### config.mk
export PLATFORM = sky130hd
export DESIGN_NAME = load_store_unit
export DESIGN_NICKNAME = d
export VERILOG_FILES = /design/src/rtl/load_store_unit.sv
export SDC_FILE = /design/constraint.sdc
export NUM_CORES = 1
export LEC_CHECK = 0
export ABC_AREA = 0
export CAP_MARGIN = 20
export CORE_MARGIN = 3
export CORE_UTILIZATION = 40
export DETAILED_ROUTE_END_ITERATION = 7
export GPL_ROUTABILITY_DRIVEN = 0
export GPL_TIMING_DRIVEN = 0
export PLACE_DENSITY = 0.73
export SLEW_MARGIN = 15
export SYNTH_ARGS = -nofsm -noshare
export SYNTH_HDL_FRONTEND = slang
export SYNTH_SLANG_ARGS = --single-unit
### constraint.sdc
create_clock -name clk -period 4.9 [get_ports clk]
set_input_delay 1.225 -clock clk [delete_from_list [all_inputs] [get_ports clk]]
set_output_delay 1.225 -clock clk [all_outputs]
set_load 0.005 [all_outputs]
### src/rtl/load_store_unit.sv
// load_store_unit: byte/half/word load-store FSM over a word memory port; LSU_MISALIGN_TRAP_EN enables misalignment traps
module load_store_unit #(
    parameter int ADDR_WIDTH = 32,
    parameter int DATA_WIDTH = 32
) (
    input  logic                  clk,
    input  logic                  reset,
    input  logic                  req,
    input  logic                  we,
    input  logic [1:0]            size,
    input  logic                  sign_ext,
    input  logic [ADDR_WIDTH-1:0] addr,
    input  logic [DATA_WIDTH-1:0] wdata,
    output logic                  busy,
    output logic                  done,
    output logic [DATA_WIDTH-1:0] rdata,
    output logic                  misalign,
    output logic [ADDR_WIDTH-1:0] mem_address,
    output logic [DATA_WIDTH-1:0] mem_writedata,
    output logic                  mem_memwrite,
    output logic                  mem_memread,
    input  logic [DATA_WIDTH-1:0] mem_readdata
);
    typedef enum logic [1:0] {IDLE, RD, CAP, WR} state_t;
    state_t state, state_n;
    logic l_we, l_sign, trap, accept, done_n;
    logic [1:0] l_size;
    logic [4:0] sh;
    logic [7:0] b;
    logic [15:0] h;
    logic [ADDR_WIDTH-1:0] l_addr;
    logic [DATA_WIDTH-1:0] l_wdata, wbuf, load_val, merged, mask;
`ifdef LSU_MISALIGN_TRAP_EN
    assign trap = size[1] ? (addr[1:0] != 2'b00) : (size[0] & addr[0]);
    always_ff @(posedge clk) begin
        if (reset) misalign <= 1'b0;
        else misalign <= (state == IDLE) & req & trap;
    end
`else
    assign trap = 1'b0;
    assign misalign = 1'b0;
`endif
    assign accept = (state == IDLE) & req & ~trap;
    assign busy = state != IDLE;
    assign mem_memread = state == RD;
    assign mem_memwrite = state == WR;
    assign mem_address = {l_addr[ADDR_WIDTH-1:2], 2'b00};
    assign mem_writedata = l_size[1] ? l_wdata : wbuf;
    always_comb begin
        sh = l_size[1] ? 5'd0 : (l_size[0] ? {l_addr[1], 4'b0000} : {l_addr[1:0], 3'b000});
        b = 8'(mem_readdata >> sh);
        h = 16'(mem_readdata >> sh);
        load_val = l_size[1] ? mem_readdata
                 : l_size[0] ? {{16{l_sign & h[15]}}, h}
                 : {{24{l_sign & b[7]}}, b};
        mask = (l_size[0] ? DATA_WIDTH'(16'hFFFF) : DATA_WIDTH'(8'hFF)) << sh;
        merged = (mem_readdata & ~mask) | ((l_wdata << sh) & mask);
        state_n = (state == IDLE) ? (accept ? ((we && size[1]) ? WR : RD) : IDLE)
                : (state == RD) ? CAP
                : (state == CAP) ? (l_we ? WR : IDLE)
                : IDLE;
        done_n = ((state == CAP) & ~l_we) | (state == WR) | ((state == IDLE) & req & trap);
    end
    always_ff @(posedge clk) begin
        if (reset) begin
            state <= IDLE;
            done <= 1'b0;
            rdata <= '0;
            wbuf <= '0;
            l_we <= 1'b0;
            l_sign <= 1'b0;
            l_size <= 2'b00;
            l_addr <= '0;
            l_wdata <= '0;
        end else begin
            state <= state_n;
            done <= done_n;
            if (accept) begin
                l_we <= we;
                l_sign <= sign_ext;
                l_size <= size;
                l_addr <= addr;
                l_wdata <= wdata;
            end
            if (state == CAP && l_we) wbuf <= merged;
            if (state == CAP && !l_we) rdata <= load_val;
        end
    end
endmodule

* Yosys cells after proc, flatten, opt, wreduce, memory -nomap -nowiden
Cells that the tools add are included.
** Storage, ports and cells
- Register bits :: 135
- Bits of input ports :: 103
- Output and inout port bits :: 101
- Logic and storage cells :: 43
** Cells by class
- Equal/unequal tests :: 3
- Shift operators :: 3
- Mux-type cells :: 12
- Bitwise operators :: 10
- Reduce and logical (&&, ||, !) cells :: 6
** Operators with widths (number)
- 2-to-1 mux 32 bit :: 3
- bitwise AND 32 bit :: 2
- NOT 32 bit :: 1
- bitwise OR 32 bit :: 1
- left shift 16 x 5 -> 32 bit :: 1
- left shift 32 x 5 -> 32 bit :: 1
- >> shifter 32 x 5 -> 16 bit :: 1
- 2-to-1 mux 16 bit :: 1
- 2-to-1 mux 2 bit :: 6
- 2-to-1 mux 5 bit :: 1
- bitwise AND 1 bit :: 4
- equality test 2 bit (second input constant) :: 2
- 2-to-1 mux 4 bit :: 1
- logical AND 1 bit :: 3
- equality test 2 x 1 -> 1 bit (second input constant) :: 1
- zero test 2 bit :: 1
- nonzero test 2 bit :: 1
- zero test 1 bit :: 1
- NOT 1 bit :: 1
- bitwise OR 1 bit :: 1

* Longest topological paths before layout
- Depth after elaboration :: 6
- Mapped depth :: 8
- Mapped depth without buffers :: 5

* Worst setup path before layout
OpenSTA, ideal clock, no wires.
- Path kind :: reg-to-output
- From :: register l_size[1]
- To :: output mem_writedata[0]
- Arrival time :: 1257 ps
- Required time :: 3675 ps
- Setup slack :: 2418 ps
- Stages on the path, launching flop included :: 4
- Path buffers :: 2
- Cells stage by stage :: dfxtp_1 -> buf_2 -> buf_1 -> mux2_2
** On the way
- Word-level cells in the longest chain between the ends :: 1
** RTL lines
- start, declared :: RTL line 27 : logic [1:0] l_size;
- start signal, assigned :: RTL line 81 : l_size <= size;
- 2-to-1 mux 32 bit :: RTL line 48 : assign mem_writedata = l_size[1] ? l_wdata : wbuf;
- end, declared :: RTL line 19 : output logic [DATA_WIDTH-1:0] mem_writedata,
No other way between the ends.

* Final worst setup path
- From :: register l_size[1]
- To :: output mem_writedata[26]
Same word-level chain as after synthesis.

==> flow_summary.yaml <==
route:
  drc_errors: 0
  vias_per_cell: 5.17
  routedWlPerCell_um: 17.3
  wirelength_um: 20400
  ant_nets: 0
  first_pass_iters: 5
  vias: 6082
  initialDrtViolationCount: 475
timing:
  finalCriticalPeriod_ns: 3.76
  fmax_mhz: 266
  slew_violations: 0
  hold_viol_final: 0
  worst_slew_pin_slew_ns: 0.715
  setup_tns_ns: 0
  relSlewSlack: 0.524
  worst_slack_ns: 1.14
  rsz0062_at_grt: "no"
  fin_crit_sh: 0.767
  finalSetupViolations: 0
  clock_skew_ns: 0.00741
yosys:
  syn_inst: 761
  yosysSeqAreaShare: 0.435
  synth.largest_area_cell: "dfxtp_1"
  ys_warn_count: 0
  synth_cell_type_count: 39
  yosys.area.top_type_share: 0.435
  ys_ff_latch: 135
  synthTopCellsByArea: "dfxtp_1, nand2_1, a21oi_1"
  netlist_area_mm2: 0.00621
  syn_avg_cell_area_um2: 8.15
die:
  start_util: 0.418
  die_w_um: 131
  ios: 204
  core_region_area_mm2: 0.0149
  rows: 44
  die_h_um: 131
  dieArea_mm2: 0.0170
worst_setup_path:
  critPathLaunchType: "register"
  cp-end-kind: "primary output"
  cp_slowest_cell: "buf_1"
  path_class: "reg -> out"
  worstPathRequired_ns: 3.67
  crit_family: "buffers and inverters"
  path_cells: "buf_2, buf_1, mux2_2, clkdlybuf4s50_1"
  path_buf_inv: 3
  arrival_ns: 2.53
  max_stage_delay_ns: 0.58
  critPathMaxFanout: 10
clock_tree:
  clockRootBuffer: "clkbuf_16"
  htreeDepth: 4
  cts_buffers: 17
  ctsHoldBuffers: 0
  postCtsSetupBuffers: 0
  clockBufferDepth: 2
  cts_sinks: 135
  path_clk_slew_ns: 0.06
  cts_resized: 0
  insertion_delay_ns: 0.41
  cts_tree: "yes"
final_layout:
  stdcell_area_mm2: 0.00904
  fillers: 1349
  synthToLayoutAreaGrowth_pct: 45.7
  multi_input_area_mm2: 0.00298
  nNetsFinal: 1085
  antenna_cells: 0
  ff_latch_area_mm2: 0.00270
  drive_above_1_share: 0.125
placement:
  dp_worst_setup_slack_ns: 1.54
  placed_area_mm2: 0.00845
  portBuffers: 200
  dp_hpwl_um: 15500
pwr:
  irDropWorstVdd_mv: 0.233
  p_int_mw: 2.30
  comb_power_share: 0.188
  power.switching_uw: 796
  cellLeakagePower_nw: 3.27
  cellPowerDensity_mw_per_mm2: 342
  switching_share: 0.257
  seqPwrFrac: 0.394
  p_clk_frac: 0.419
global_route:
  gr-total-overflow: 0
  grt_pass1_vias: 5734
  groute.usage.overall: 0.237
  grt_pass1_wl_um: 31000
  grt_antenna_before_repair: 0
  grt_start_max_net_pins: 17
run_status:
  run_status: "finished clean"
hold_path:
  worstHoldPathType: "reg -> reg"
flow_run:
  drv_cap: 0
per-layer routing:
metal,GRT usage,vias up,share of wire
met5,0,-,0
met4,0.0581,0,0.0099
met3,0.0691,16,0.083
met2,0.383,241,0.48
met1,0.314,2816,0.43
li1,-,3009,-
Yosys cell counts:
library cell	count
nand2_1	179
or3b_2	1
dfxtp_1	135
mux2i_1	24
o21ai_1	3
o22ai_1	17
conb_1	1
a211oi_1	9
o21ai_0	15
o221ai_4	1
nor2_4	1
nor3_1	1
nor3b_2	1
nor2b_1	4
nand2b_1	20
nor4bb_1	1
inv_2	1
a21oi_1	113
mux2_2	32
buf_6	2
inv_1	3
buf_4	34
o31ai_1	1
nor2_1	45
a2111oi_0	1
o221ai_1	15
nor2b_2	1
buf_2	9
clkinv_1	1
buf_1	9
nand3_1	9
o21bai_4	1
a311oi_1	8
mux2i_2	1
a21oi_2	11
and3b_1	1
nor3b_1	8
and2_1	1
clkbuf_1	41
flip-flops by register name, indices dropped and copies added, names as in the netlist:
signal   flops
l_addr      32
l_we         1
done         1
state        2
wbuf        32
l_sign       1
rdata       32
l_wdata     32
l_size       2
tightest hold or removal path: cells and delay by family (launching register included):
kind / cells / cell delay, ns
AO/OA/AOI/OAI: 1 / 0.05
flip-flops: 1 / 0.30
AND/OR/NAND/NOR: 1 / 0.05
kinds of logic after synthesis:
group	share of synthesized area
muxes	0.0990
other	0.000604
buffers and inverters	0.0853
AOI/OAI and AO/OA	0.192
DFF	0.435
and+or+nand+nor	0.188
layout by cell type, fill, tap and decap left out, types with 4 or more instances in the layout:
| cell type | Yosys | layout |
|---|---|---|
| o22ai_1 | 17 | 17 |
| buf_1 | 9 | 9 |
| nand2b_1 | 20 | 20 |
| o21ai_0 | 15 | 15 |
| clkbuf_16 | 0 | 17 |
| nand3_1 | 9 | 9 |
| mux2i_1 | 24 | 24 |
| nor2_1 | 45 | 45 |
| dfxtp_1 | 135 | 135 |
| a311oi_1 | 8 | 8 |
| clkbuf_1 | 41 | 43 |
| nor2b_1 | 4 | 4 |
| mux2_2 | 32 | 32 |
| nor3b_1 | 8 | 8 |
| buf_2 | 9 | 9 |
| o221ai_1 | 15 | 15 |
| nand2_1 | 179 | 179 |
| clkdlybuf4s50_1 | 0 | 200 |
| buf_4 | 34 | 34 |
| a21oi_1 | 113 | 113 |
| a21oi_2 | 11 | 11 |
| a211oi_1 | 9 | 9 |
power by group through the flow:
stage	combinational (mW)	sequential, mW	clock, mW
finish	0.581	1.22	1.30
global route	0.633	1.23	1.35
CTS	0.580	1.22	1.31
detailed placement	0.575	1.24	0
global placement	0.573	1.24	0
floorplan	0.298	1.23	0
final cells by class:
class | count | share of cell area
buffer | 95 | 0.0565
clock buffer | 22 | 0.0524
clock inverter | 8 | 0.0134
inverter | 5 | 0.00208
multi-input combinational | 528 | 0.330
sequential | 135 | 0.299
tap | 184 | 0.0255
timing repair buffer | 200 | 0.221
worst paths after layout:
kind | end | from | depth (start not counted) | slack, ns
worst min register to register | l_wdata[24] | l_wdata[24] | 2 | 0.45
worst max register to register | rdata[29] | l_addr[0] | 7 | 2.89
worst min-delay path | l_wdata[24] | l_wdata[24] | 2 | 0.45
worst max-delay path | mem_writedata[26] | l_size[1] | 4 | 1.14
through the flow:
step	hold WS, ns	util	cells	total power, mW
finish	0.449	0.608	1177	3.10
global placement	0.439	0.568	1147	1.81
CTS	0.451	0.608	1177	3.11
floorplan	0.433	-	763	1.53
detailed placement	0.443	0.568	1147	1.82
global route	0.466	0.608	1177	3.21
(Power assumes the default switching activity.)
